===== config.mk =====
export PLATFORM = sky130hd
export DESIGN_NAME = eth_tx_scheduler_flat
export DESIGN_NICKNAME = d
export VERILOG_FILES = /design/src/rtl/eth_tx_pkg.sv /design/src/rtl/eth_tx_scheduler_if.sv /design/src/rtl/rr_arbiter3.sv /design/src/rtl/eth_tx_scheduler.sv /design/src/flat_wrapper.sv
export SDC_FILE = /design/constraint.sdc
export NUM_CORES = 1
export LEC_CHECK = 0
export ABC_AREA = 1
export BUFFER_PORTS_ARGS = -buffer_cell sky130_fd_sc_hd__buf_2
export CAP_MARGIN = 20
export CORE_MARGIN = 8
export CORE_UTILIZATION = 53
export DETAILED_ROUTE_END_ITERATION = 10
export HOLD_SLACK_MARGIN = 0.06
export PLACE_DENSITY = 0.8
export RECOVER_POWER = 50
export SLEW_MARGIN = 20
export SYNTH_ARGS = -nofsm -noshare
export SYNTH_HDL_FRONTEND = slang
export SYNTH_SLANG_ARGS = --single-unit

===== constraint.sdc =====
create_clock -name aclk -period 1.9 [get_ports aclk]
set_input_delay 0.095 -clock aclk [delete_from_list [all_inputs] [get_ports aclk]]
set_output_delay 0.095 -clock aclk [all_outputs]
set_load 0.01 [all_outputs]

===== src/rtl/eth_tx_pkg.sv =====
// Shared types and defaults for the Ethernet TX frame scheduler.
package eth_tx_pkg;

  typedef enum logic [2:0] {
    IDLE,
    PREAMBLE,
    PAYLOAD,
    FCS,
    IFG
  } state_type;

  typedef enum logic [1:0] {
    SRC_ARP  = 2'd0,
    SRC_ICMP = 2'd1,
    SRC_UDP  = 2'd2
  } src_type;

  localparam int IFG_CYCLES_DEF  = 12;
  localparam int MAX_PAYLOAD_DEF = 1518;

  // Bit order of every 3-bit source vector: [0]=ARP, [1]=ICMP, [2]=UDP.
  function automatic src_type onehot_to_src(input logic [2:0] oh);
    case (oh)
      3'b010:  return SRC_ICMP;
      3'b100:  return SRC_UDP;
      default: return SRC_ARP;
    endcase
  endfunction

endpackage


===== src/rtl/eth_tx_scheduler_if.sv =====
// Source, preamble, FCS and MAC TX signals of the frame scheduler.
// Handshake: a source holds its req level until its grant; while payload_en is high the granted source presents one new byte per cycle and flags the last one with its done.
interface eth_tx_scheduler_if;
  import eth_tx_pkg::*;

  logic       arp_req,  icmp_req,  udp_req;
  logic       arp_grant, icmp_grant, udp_grant;
  logic [7:0] arp_data, icmp_data, udp_data;
  logic       arp_data_done, icmp_data_done, udp_data_done;
  logic       payload_en;
  logic       preamble_start;
  logic [7:0] preamble_data;
  logic       preamble_sfd_tx_done;
  logic [7:0] fcs_payload_data;
  logic       fcs_payload_done;
  logic [7:0] fcs_data;
  logic       fcs_tx_done;
  logic [7:0] tx_data;
  logic       tx_valid;
  logic       tx_abort;
  logic       busy;
  state_type  state_dbg;

  modport master (
    input  arp_req, icmp_req, udp_req,
    input  arp_data, icmp_data, udp_data,
    input  arp_data_done, icmp_data_done, udp_data_done,
    input  preamble_data, preamble_sfd_tx_done, fcs_data, fcs_tx_done,
    output arp_grant, icmp_grant, udp_grant,
    output payload_en, preamble_start, fcs_payload_data, fcs_payload_done,
    output tx_data, tx_valid, tx_abort, busy, state_dbg
  );

  modport slave (
    output arp_req, icmp_req, udp_req,
    output arp_data, icmp_data, udp_data,
    output arp_data_done, icmp_data_done, udp_data_done,
    output preamble_data, preamble_sfd_tx_done, fcs_data, fcs_tx_done,
    input  arp_grant, icmp_grant, udp_grant,
    input  payload_en, preamble_start, fcs_payload_data, fcs_payload_done,
    input  tx_data, tx_valid, tx_abort, busy, state_dbg
  );

endinterface


===== src/rtl/rr_arbiter3.sv =====
// Combinational 3-way round-robin pick; the search starts at the source after last.
module rr_arbiter3
  import eth_tx_pkg::*;
(
  input  logic [2:0] req,
  input  src_type    last,
  output logic [2:0] win,
  output logic       valid
);

  always_comb begin
    win = 3'b000;
    case (last)
      SRC_ARP: begin
        if      (req[1]) win = 3'b010;
        else if (req[2]) win = 3'b100;
        else if (req[0]) win = 3'b001;
      end
      SRC_ICMP: begin
        if      (req[2]) win = 3'b100;
        else if (req[0]) win = 3'b001;
        else if (req[1]) win = 3'b010;
      end
      default: begin
        if      (req[0]) win = 3'b001;
        else if (req[1]) win = 3'b010;
        else if (req[2]) win = 3'b100;
      end
    endcase
  end

  assign valid = |req;

endmodule


===== src/rtl/eth_tx_scheduler.sv =====
// Frame-level TX controller: round-robin source arbitration, then preamble,
// payload, FCS and inter-frame gap sequencing onto the MAC byte stream.
module eth_tx_scheduler
  import eth_tx_pkg::*;
#(
  parameter int IFG_CYCLES  = IFG_CYCLES_DEF,
  parameter int MAX_PAYLOAD = MAX_PAYLOAD_DEF
) (
  input  logic               aclk,
  input  logic               aresetn,
  eth_tx_scheduler_if.master bus
);

  localparam logic [15:0] WD_LAST  = 16'(MAX_PAYLOAD - 1);
  localparam logic [15:0] IFG_LAST = 16'(IFG_CYCLES - 1);

  state_type   state_q, state_d;
  logic [2:0]  grant_q, grant_d;
  src_type     ptr_q, ptr_d;
  logic        pstart_q, pstart_d;
  logic [15:0] wd_q, wd_d;
  logic [15:0] ifg_q, ifg_d;

  logic [2:0]  req;
  logic [2:0]  win;
  logic        win_valid;
  logic [7:0]  src_data;
  logic        src_done;
  logic        abort;
  logic [7:0]  tx_data_w;
  logic        tx_valid_w;

  assign req = {bus.udp_req, bus.icmp_req, bus.arp_req};

  rr_arbiter3 u_arb (
    .req   (req),
    .last  (ptr_q),
    .win   (win),
    .valid (win_valid)
  );

  // Only the granted source can reach the payload path.
  assign src_data = ({8{grant_q[0]}} & bus.arp_data)
                  | ({8{grant_q[1]}} & bus.icmp_data)
                  | ({8{grant_q[2]}} & bus.udp_data);
  assign src_done = |(grant_q & {bus.udp_data_done, bus.icmp_data_done, bus.arp_data_done});

  always_ff @(posedge aclk) begin
    if (!aresetn) begin
      state_q  <= IDLE;
      grant_q  <= 3'b000;
      ptr_q    <= SRC_UDP;
      pstart_q <= 1'b0;
      wd_q     <= 16'd0;
      ifg_q    <= 16'd0;
    end else begin
      state_q  <= state_d;
      grant_q  <= grant_d;
      ptr_q    <= ptr_d;
      pstart_q <= pstart_d;
      wd_q     <= wd_d;
      ifg_q    <= ifg_d;
    end
  end

  always_comb begin
    state_d  = state_q;
    grant_d  = grant_q;
    ptr_d    = ptr_q;
    pstart_d = 1'b0;
    wd_d     = wd_q;
    ifg_d    = ifg_q;
    abort    = 1'b0;
    case (state_q)
      IDLE: begin
        if (win_valid) begin
          state_d  = PREAMBLE;
          grant_d  = win;
          ptr_d    = onehot_to_src(win);
          pstart_d = 1'b1;
        end
      end
      PREAMBLE: begin
        if (bus.preamble_sfd_tx_done) begin
          state_d = PAYLOAD;
          wd_d    = 16'd0;
        end
      end
      PAYLOAD: begin
        wd_d = wd_q + 16'd1;
        if (src_done) begin
          state_d = FCS;
          grant_d = 3'b000;
        end else if (wd_q == WD_LAST) begin
          // Watchdog: drop the frame without FCS and still serve the gap.
          abort   = 1'b1;
          grant_d = 3'b000;
          state_d = IFG;
          ifg_d   = 16'd0;
        end
      end
      FCS: begin
        if (bus.fcs_tx_done) begin
          state_d = IFG;
          ifg_d   = 16'd0;
        end
      end
      IFG: begin
        ifg_d = ifg_q + 16'd1;
        if (ifg_q == IFG_LAST) state_d = IDLE;
      end
      default: state_d = IDLE;
    endcase
  end

  always_comb begin
    tx_data_w  = 8'h00;
    tx_valid_w = 1'b0;
    case (state_q)
      PREAMBLE: begin
        tx_data_w  = bus.preamble_data;
        tx_valid_w = 1'b1;
      end
      PAYLOAD: begin
        tx_data_w  = src_data;
        tx_valid_w = 1'b1;
      end
      FCS: begin
        tx_data_w  = bus.fcs_data;
        tx_valid_w = 1'b1;
      end
      default: ;
    endcase
  end

  assign bus.arp_grant        = grant_q[0];
  assign bus.icmp_grant       = grant_q[1];
  assign bus.udp_grant        = grant_q[2];
  assign bus.payload_en       = (state_q == PAYLOAD);
  assign bus.preamble_start   = pstart_q;
  assign bus.fcs_payload_data = (state_q == PAYLOAD) ? src_data : 8'h00;
  assign bus.fcs_payload_done = src_done & (state_q == PAYLOAD);
  assign bus.tx_data          = tx_data_w;
  assign bus.tx_valid         = tx_valid_w;
  assign bus.tx_abort         = abort;
  assign bus.busy             = (state_q != IDLE);
  assign bus.state_dbg        = state_q;

endmodule


===== src/flat_wrapper.sv =====
// flat-port wrapper written by rule: the top's interface ports become plain ports
module eth_tx_scheduler_flat import eth_tx_pkg::*;
#(
  parameter int IFG_CYCLES  = IFG_CYCLES_DEF,
  parameter int MAX_PAYLOAD = MAX_PAYLOAD_DEF
)
  (aclk, aresetn, bus_arp_req, bus_icmp_req, bus_udp_req, bus_arp_data, bus_icmp_data, bus_udp_data, bus_arp_data_done, bus_icmp_data_done, bus_udp_data_done, bus_preamble_data, bus_preamble_sfd_tx_done, bus_fcs_data, bus_fcs_tx_done, bus_arp_grant, bus_icmp_grant, bus_udp_grant, bus_payload_en, bus_preamble_start, bus_fcs_payload_data, bus_fcs_payload_done, bus_tx_data, bus_tx_valid, bus_tx_abort, bus_busy, bus_state_dbg);
  eth_tx_scheduler_if bus_i ();
  input  logic aclk;
  input  logic aresetn;
  input wire logic [$bits(bus_i.arp_req)-1:0] bus_arp_req;
  input wire logic [$bits(bus_i.icmp_req)-1:0] bus_icmp_req;
  input wire logic [$bits(bus_i.udp_req)-1:0] bus_udp_req;
  input wire logic [$bits(bus_i.arp_data)-1:0] bus_arp_data;
  input wire logic [$bits(bus_i.icmp_data)-1:0] bus_icmp_data;
  input wire logic [$bits(bus_i.udp_data)-1:0] bus_udp_data;
  input wire logic [$bits(bus_i.arp_data_done)-1:0] bus_arp_data_done;
  input wire logic [$bits(bus_i.icmp_data_done)-1:0] bus_icmp_data_done;
  input wire logic [$bits(bus_i.udp_data_done)-1:0] bus_udp_data_done;
  input wire logic [$bits(bus_i.preamble_data)-1:0] bus_preamble_data;
  input wire logic [$bits(bus_i.preamble_sfd_tx_done)-1:0] bus_preamble_sfd_tx_done;
  input wire logic [$bits(bus_i.fcs_data)-1:0] bus_fcs_data;
  input wire logic [$bits(bus_i.fcs_tx_done)-1:0] bus_fcs_tx_done;
  output wire logic [$bits(bus_i.arp_grant)-1:0] bus_arp_grant;
  output wire logic [$bits(bus_i.icmp_grant)-1:0] bus_icmp_grant;
  output wire logic [$bits(bus_i.udp_grant)-1:0] bus_udp_grant;
  output wire logic [$bits(bus_i.payload_en)-1:0] bus_payload_en;
  output wire logic [$bits(bus_i.preamble_start)-1:0] bus_preamble_start;
  output wire logic [$bits(bus_i.fcs_payload_data)-1:0] bus_fcs_payload_data;
  output wire logic [$bits(bus_i.fcs_payload_done)-1:0] bus_fcs_payload_done;
  output wire logic [$bits(bus_i.tx_data)-1:0] bus_tx_data;
  output wire logic [$bits(bus_i.tx_valid)-1:0] bus_tx_valid;
  output wire logic [$bits(bus_i.tx_abort)-1:0] bus_tx_abort;
  output wire logic [$bits(bus_i.busy)-1:0] bus_busy;
  output wire logic [$bits(bus_i.state_dbg)-1:0] bus_state_dbg;
  assign bus_i.arp_req = bus_arp_req;
  assign bus_i.icmp_req = bus_icmp_req;
  assign bus_i.udp_req = bus_udp_req;
  assign bus_i.arp_data = bus_arp_data;
  assign bus_i.icmp_data = bus_icmp_data;
  assign bus_i.udp_data = bus_udp_data;
  assign bus_i.arp_data_done = bus_arp_data_done;
  assign bus_i.icmp_data_done = bus_icmp_data_done;
  assign bus_i.udp_data_done = bus_udp_data_done;
  assign bus_i.preamble_data = bus_preamble_data;
  assign bus_i.preamble_sfd_tx_done = bus_preamble_sfd_tx_done;
  assign bus_i.fcs_data = bus_fcs_data;
  assign bus_i.fcs_tx_done = bus_fcs_tx_done;
  assign bus_arp_grant = bus_i.arp_grant;
  assign bus_icmp_grant = bus_i.icmp_grant;
  assign bus_udp_grant = bus_i.udp_grant;
  assign bus_payload_en = bus_i.payload_en;
  assign bus_preamble_start = bus_i.preamble_start;
  assign bus_fcs_payload_data = bus_i.fcs_payload_data;
  assign bus_fcs_payload_done = bus_i.fcs_payload_done;
  assign bus_tx_data = bus_i.tx_data;
  assign bus_tx_valid = bus_i.tx_valid;
  assign bus_tx_abort = bus_i.tx_abort;
  assign bus_busy = bus_i.busy;
  assign bus_state_dbg = bus_i.state_dbg;
  eth_tx_scheduler #(.IFG_CYCLES(IFG_CYCLES), .MAX_PAYLOAD(MAX_PAYLOAD)) u_core (.aclk(aclk), .aresetn(aresetn), .bus(bus_i));
endmodule

==> results.json, run 1 <==
{
  "status": "finished, final reports clean",
  "synthCells": 476,
  "setup_slack_ns": 0.1396,
  "rsz0062_at_grt": "no",
  "cts_tree": "done",
  "ys_seq_elements": 41,
  "period_needed_ns": 1.760,
  "area_delta_synth_final_pct": 19.38,
  "syn_area_sq_um": 2764,
  "cts-hold-fix-buffers": 0,
  "wl_per_cell_um": 12.54,
  "hold_depth": 3,
  "gr-total-overflow": 0,
  "final_nets": 610,
  "tritoncts.num_buffers": 5,
  "power_density_nw_per_um2": 974.0,
  "post_cts_resized": 0,
  "antenna_found_initial": 0,
  "yosysWarnings": 0,
  "hp-class": "in2reg",
  "cp-end-kind": "output pin",
  "finClkSkew_ns": 0.005832,
  "grt.total_usage": 0.2024,
  "clk_pin_slew_worst_paths_ns": 0.08,
  "postCtsSetupBuffers": 0,
  "drive_above_1_share": 0.1720,
  "numPortBuffers": 77,
  "drv_cap": 0,
  "clk_latency_ns": 0.29,
  "ys_seq_area_frac": 0.2970,
  "gp_congestion": 0.9285,
  "critPathArrivalTime_ns": 1.67,
  "cts-root-buf": "clkbuf_8",
  "grt_pass1_vias": 3050,
  "firstDrtPassIters": 5,
  "fp.dieW_um": 88.22,
  "drt_iter0_markers": 231,
  "cts_sinks": 41,
  "reg2reg_depth": 8,
  "p_leak_nw": 1.553,
  "synth_area_per_cell_sq_um": 5.807,
  "finalSetupViolCount": 0,
  "fin_crit_sh": 0.9266,
  "dr_total_vias": 3272,
  "drv_slew": 0,
  "antenna_cells": 0,
  "ios": 78,
  "slew_headroom": 0.6990,
  "cts_buffer_depth": 2,
  "crit_type": "reg2out",
  "tns_ns": 0,
  "die_h_um": 88.22,
  "dp_worst_setup_slack_ns": 0.3500,
  "start_util": 0.5446,
  "grt_pass1_wl_um": 12990,
  "hpwlAfterDp_um": 6265,
  "drc": 0,
  "tightest_slew_ns": 0.4515,
  "grt_max_degree": 21,
  "ir_drop_mv": 0.5261,
  "hold_viol": 0,
  "dieArea_sq_um": 7782,
  "ant_nets": 0,
  "fmax_ghz": 0.5680,
  "cts_max_level": 2,
  "syn-num-nets": 529,
  "routed_via_density": 5.210,
  "path_max_fanout": 12,
  "required_ns": 1.80,
  "synthDistinctLibCells": 30,
  "r2r_slack_ns": 0.19,
  "core_sq_um": 5075,
  "wirelength_um": 7876,
  "cp-start-kind": "flip-flop",
  "fp-row-count": 26
}
## registers in the layout (all words and copies together) (netlist names)
| signal | count |
|---|---|
| u_core.ifg_q | 16 |
| u_core.ptr_q | 2 |
| u_core.bus.preamble_start | 1 |
| u_core.grant_q | 3 |
| u_core.wd_q | 16 |
| u_core.bus.state_dbg | 3 |
## synth_stat cells
cell       instances  area share
nand2_1          160        0.22
nor2_1            64       0.087
inv_1             54       0.073
nand3_1           44       0.080
dfxtp_1           41        0.30
a21oi_1           34       0.062
o21ai_0           10       0.018
nand4_1            9       0.020
nor3_1             9       0.016
a22oi_1            8       0.022
buf_2              7       0.013
inv_2              4      0.0054
clkbuf_1           3      0.0041
ha_1               3       0.014
nand2_2            3      0.0068
a211oi_1           2      0.0054
buf_6              2      0.0081
clkinv_1           2      0.0027
nor2_4             2      0.0081
nor3_2             2      0.0072
o21ai_1            2      0.0036
o21bai_1           2      0.0054
or2_2              2      0.0045
a31o_2             1      0.0032
nand2_4            1      0.0041
nor2_2             1      0.0023
nor4_1             1      0.0023
o2111ai_1          1      0.0032
o22ai_1            1      0.0023
o31ai_1            1      0.0027
## cell usage in the layout (no fill, tap or decap), types with 2 or more instances in the layout
cell / instances
nand2_1: 160
buf_2: 71
nor2_1: 64
inv_1: 58
nand3_1: 44
dfxtp_1: 41
a21oi_1: 34
o21ai_0: 10
clkbuf_1: 10
nor3_1: 9
nand4_1: 9
a22oi_1: 8
buf_4: 6
clkbuf_8: 5
nand2_2: 4
ha_1: 3
nor2_4: 2
nor3_2: 2
or2_2: 2
clkinv_1: 2
o21ai_1: 2
o21bai_1: 2
a211oi_1: 2
clkinvlp_4: 2
## routing by layer
metal  GRT usage  wire [um]  vias to the layer above
li1            -          -                     1680
met1      0.2145       3042                     1449
met2      0.3727       3774                      127
met3     0.05664        896                       16
met4     0.06912        163                        0
met5           0          0                        -
## final timing paths
| check | startpoint | endpoint |
|---|---|---|
| hold / removal | aresetn | u_core.wd_q[3] |
| hold reg to reg | u_core.wd_q[15] | u_core.wd_q[15] |
| setup reg to reg | u_core.bus.state_dbg[1] | u_core.ifg_q[14] |
| setup / recovery | u_core.bus.state_dbg[1] | bus_tx_data[7] |
## area by class of cell
cell class | count | area [sq um]
clock buffers | 6 | 72.57
flip-flops and latches | 41 | 820.8
well taps | 70 | 87.58
inverters | 60 | 225.2
repair buffers | 86 | 434.2
multi-input cells | 363 | 1644
fillers | 488 | 1775
clock inverters | 2 | 15.01
## per-stage QoR
stage	cell area, sq um	total power (W)	hold slack (ns)	std cells	util
after global placement	3236	0.002693	0.4412	620	0.6376
after CTS	3323	0.003297	0.1265	628	0.6548
after global routing	3299	0.003498	0.1481	628	0.6501
after floorplan	2764	0.002195	0.3154	476	-
after detailed placement	3236	0.002720	0.4460	620	0.6376
final	3299	0.003214	0.1308	628	0.6501
## kinds of logic (layout without fill, tap and decap cells)
family,after synthesis,after routing,share of synthesized area
AOI/OAI and AO/OA,62,62,0.1272
adders and majority gates,3,3,0.01358
buffers and inverters,72,154,0.1064
DFF,41,41,0.2970
and+or+nand+nor,298,298,0.4559
## report_power, final
part,internal [W],switching [W]
clock,0.000259,0.000314
sequential,0.000958,0.0000934
combinational,0.000539,0.00105
total,0.00176,0.00146
## critical path, stage by stage, from the launching register on
cell and delay, ns:
dfxtp_1 0.44, nand2_2 0.14, nor2_4 0.26, buf_4 0.23, nand2_1 0.08, nand2_1 0.08, buf_2 0.13
(Power assumes the default switching activity.)
==> run 2: changes to the inputs <==
--- a/config.mk
+++ b/config.mk
@@ -17,4 +17,5 @@
 export SLEW_MARGIN = 20
 export SYNTH_ARGS = -nofsm -noshare
 export SYNTH_HDL_FRONTEND = slang
+export SYNTH_HIERARCHICAL = 1
 export SYNTH_SLANG_ARGS = --single-unit
==> run 2 against run 1 <==
Net effect:
- sequential power barely moved
- largest cell class unchanged
- register-to-register slack better by 0.07 ns
- critical endpoint is now bus_fcs_payload_done
- clock power rose by 1%
- via count decreased by 2.8%
- global-route usage increased by 0.74 points
- critical path depth is 1 higher
- largest power group unchanged
- combinational power fell by 15%
- count of clock-buffer cells in the layout grew 1
- final cell count is 2.1% lower
- hold slack gained 0.043 ns
- clock skew rose by 0.0021 ns
- fmax rose by 4.1%
==> results.json, run 2 <==
{
  "power_density_nw_per_um2": 900.8,
  "critPathSlowestCell": "dfxtp_1",
  "wl_per_cell_um": 13.02,
  "synth_area_per_cell_sq_um": 5.945,
  "hold_viol": 0,
  "yosysWarnings": 6,
  "drive_above_1_share": 0.1670,
  "cts-hold-fix-buffers": 0,
  "clk_latency_ns": 0.30,
  "cts_max_level": 2,
  "layout_commonest_cell": "nand2_1",
  "slew_headroom": 0.6977,
  "rsz0062_at_grt": "no",
  "post_cts_resized": 0,
  "fmax_ghz": 0.5913,
  "syn-num-nets": 519,
  "multiInputGateArea_sq_um": 1650,
  "grt_max_degree": 21,
  "finClkSkew_ns": 0.007906,
  "synth_most_common_cell": "nand2_1",
  "synth_edf_count": 0,
  "wirelength_um": 8010,
  "seq_area_sq_um": 820.8,
  "dieArea_sq_um": 7796,
  "synthCells": 466,
  "finalSetupViolCount": 0,
  "drv_cap": 0,
  "reg_top3": "u_core/ifg_q (16), u_core/wd_q (16)",
  "crit_path_start": "u_core/bus.state_dbg[2]",
  "dr_total_vias": 3180,
  "synth_top_flop_cell": "dfxtp_1",
  "ant_nets": 0,
  "yosysTopAreaCell": "dfxtp_1",
  "firstDrtPassIters": 5,
  "area_delta_synth_final_pct": 18.38,
  "hpwlAfterDp_um": 6341,
  "die_h_um": 88.30,
  "instances_no_fill": 615,
  "ys_top_cells_by_area": "dfxtp_1 30%, nand2_1 20%, nand3_1 9.0%",
  "gr-total-overflow": 0,
  "cts_tree": "done",
  "synth_top_cell_area_share": 0.2963,
  "cp_num_buf_inv": 4,
  "numPortBuffers": 77,
  "start_util": 0.5459,
  "drv_slew": 0,
  "ys_seq_elements": 41,
  "grt.total_usage": 0.2098,
  "critPathArrivalTime_ns": 1.60,
  "synthDistinctLibCells": 33,
  "worstReg2RegStart": "u_core/bus.state_dbg[0]",
  "crit_path_frequent_cell": "nand2_1",
  "syn_area_sq_um": 2770,
  "gp_congestion": 0.9088,
  "fp.dieW_um": 88.30,
  "tightest_slew_ns": 0.4534,
  "final_nets": 598,
  "postCtsSetupBuffers": 0,
  "grt_pass1_vias": 3071,
  "core_sq_um": 5075,
  "ys_seq_area_frac": 0.2963,
  "antenna_cells": 0,
  "hp-class": "in2reg",
  "grt_pass1_wl_um": 13280,
  "tns_ns": 0,
  "tritoncts.num_buffers": 5,
  "crit_type": "reg2out",
  "cpPeakStageDelay_ns": 0.47,
  "synthTopCellsByCount": "149 x nand2_1, 55 x nor2_1, 53 x inv_1, 50 x nand3_1, 41 x dfxtp_1",
  "antenna_found_initial": 0,
  "path_delay_family": "buffers and inverters",
  "crit_chain": "inv_2 > nand2_1 > nor2_2 > buf_4 > nand2_1 > inv_1 > buf_2",
  "cts_buffer_depth": 2,
  "fin_crit_sh": 0.8902,
  "ir_drop_mv": 0.5226,
  "drt_iter0_markers": 266,
  "min-delay-start": "aresetn",
  "final_cell_mix": "150 x nand2_1, 63 x buf_2, 55 x nor2_1",
  "clk_pin_slew_worst_paths_ns": 0.07,
  "cp-start-kind": "flip-flop",
  "routed_via_density": 5.171,
  "cp-end-kind": "output pin",
  "p_leak_nw": 1.569,
  "cts-root-buf": "clkbuf_8",
  "status": "finished, final reports clean",
  "fp-row-count": 26,
  "drc": 0,
  "synthArstFlopShare": 0,
  "period_needed_ns": 1.691,
  "ios": 78,
  "fillers": 506,
  "path_max_fanout": 11,
  "cts_sinks": 41,
  "dpl.cell_count": 608,
  "required_ns": 1.80
}
==> run 2: changes by cell type in the layout (fill, tap and decap cells not counted), sizes merged, moves of 4 or more <==
cell | before | now
nand2 | 164 | 153
nand4 | 9 | 13
nor3 | 11 | 7
nor2 | 67 | 60
buf | 77 | 68
a21oi | 34 | 28
nand3 | 44 | 52
clkbuf | 15 | 24
==> run 2: cell type report <==
class	instances	area share
Multi-Input combinational cell	354	0.5032
Sequential cell	41	0.2503
Timing Repair Buffer	85	0.1271
Inverter	58	0.06639
Tap cell	70	0.02671
Clock buffer	7	0.02633
==> run 2: path summary, 6_finish.rpt <==
kind         slack (ns)              endpoint  cells after the start
max                0.21  bus_fcs_payload_done                      7
min                0.17       u_core/ptr_q[1]                      2
max reg2reg        0.26        u_core/wd_q[9]                      7
min reg2reg        0.47       u_core/ptr_q[0]                      2
==> run 2: routing by layer <==
| layer | vias up | routed length, um | GRT usage |
|---|---|---|---|
| met5 | - | 0 | 0 |
| met2 | 85 | 3980 | 0.3530 |
| li1 | 1655 | - | - |
| met3 | 17 | 345 | 0.03621 |
| met4 | 0 | 217 | 0.09677 |
| met1 | 1423 | 3467 | 0.2534 |
==> run 2: power breakdown <==
part,internal [W],total [W],switching [W]
clock network,0.000288,0.000579,0.000290
registers,0.000937,0.00103,0.0000880
logic,0.000441,0.00135,0.000909
==> run 2: kinds of logic (layout without fill, tap and decap cells) <==
group	Yosys count	after routing	share of synthesized area
adder cells (fa/ha/maj)	3	3	0.01355
AO/OA/AOI/OAI	59	59	0.1224
buffers and inverters	71	150	0.1070
XOR/XNOR	2	2	0.006325
AND/OR/NAND/NOR	290	290	0.4544
flip-flops	41	41	0.2963
==> run 2: stage by stage <==
step	utilization	power [W]	worst slack [ns]	hold slack, ns	instance area, sq um
floorplan	-	0.002005	0.4799	0.3303	2770
global placement	0.6354	0.002387	0.3624	0.4551	3224
detailed placement	0.6354	0.002425	0.3115	0.4558	3224
CTS	0.6524	0.003006	0.2174	0.1541	3311
global route	0.6462	0.003206	0.05674	0.1769	3279
finish	0.6462	0.002954	0.2087	0.1736	3279
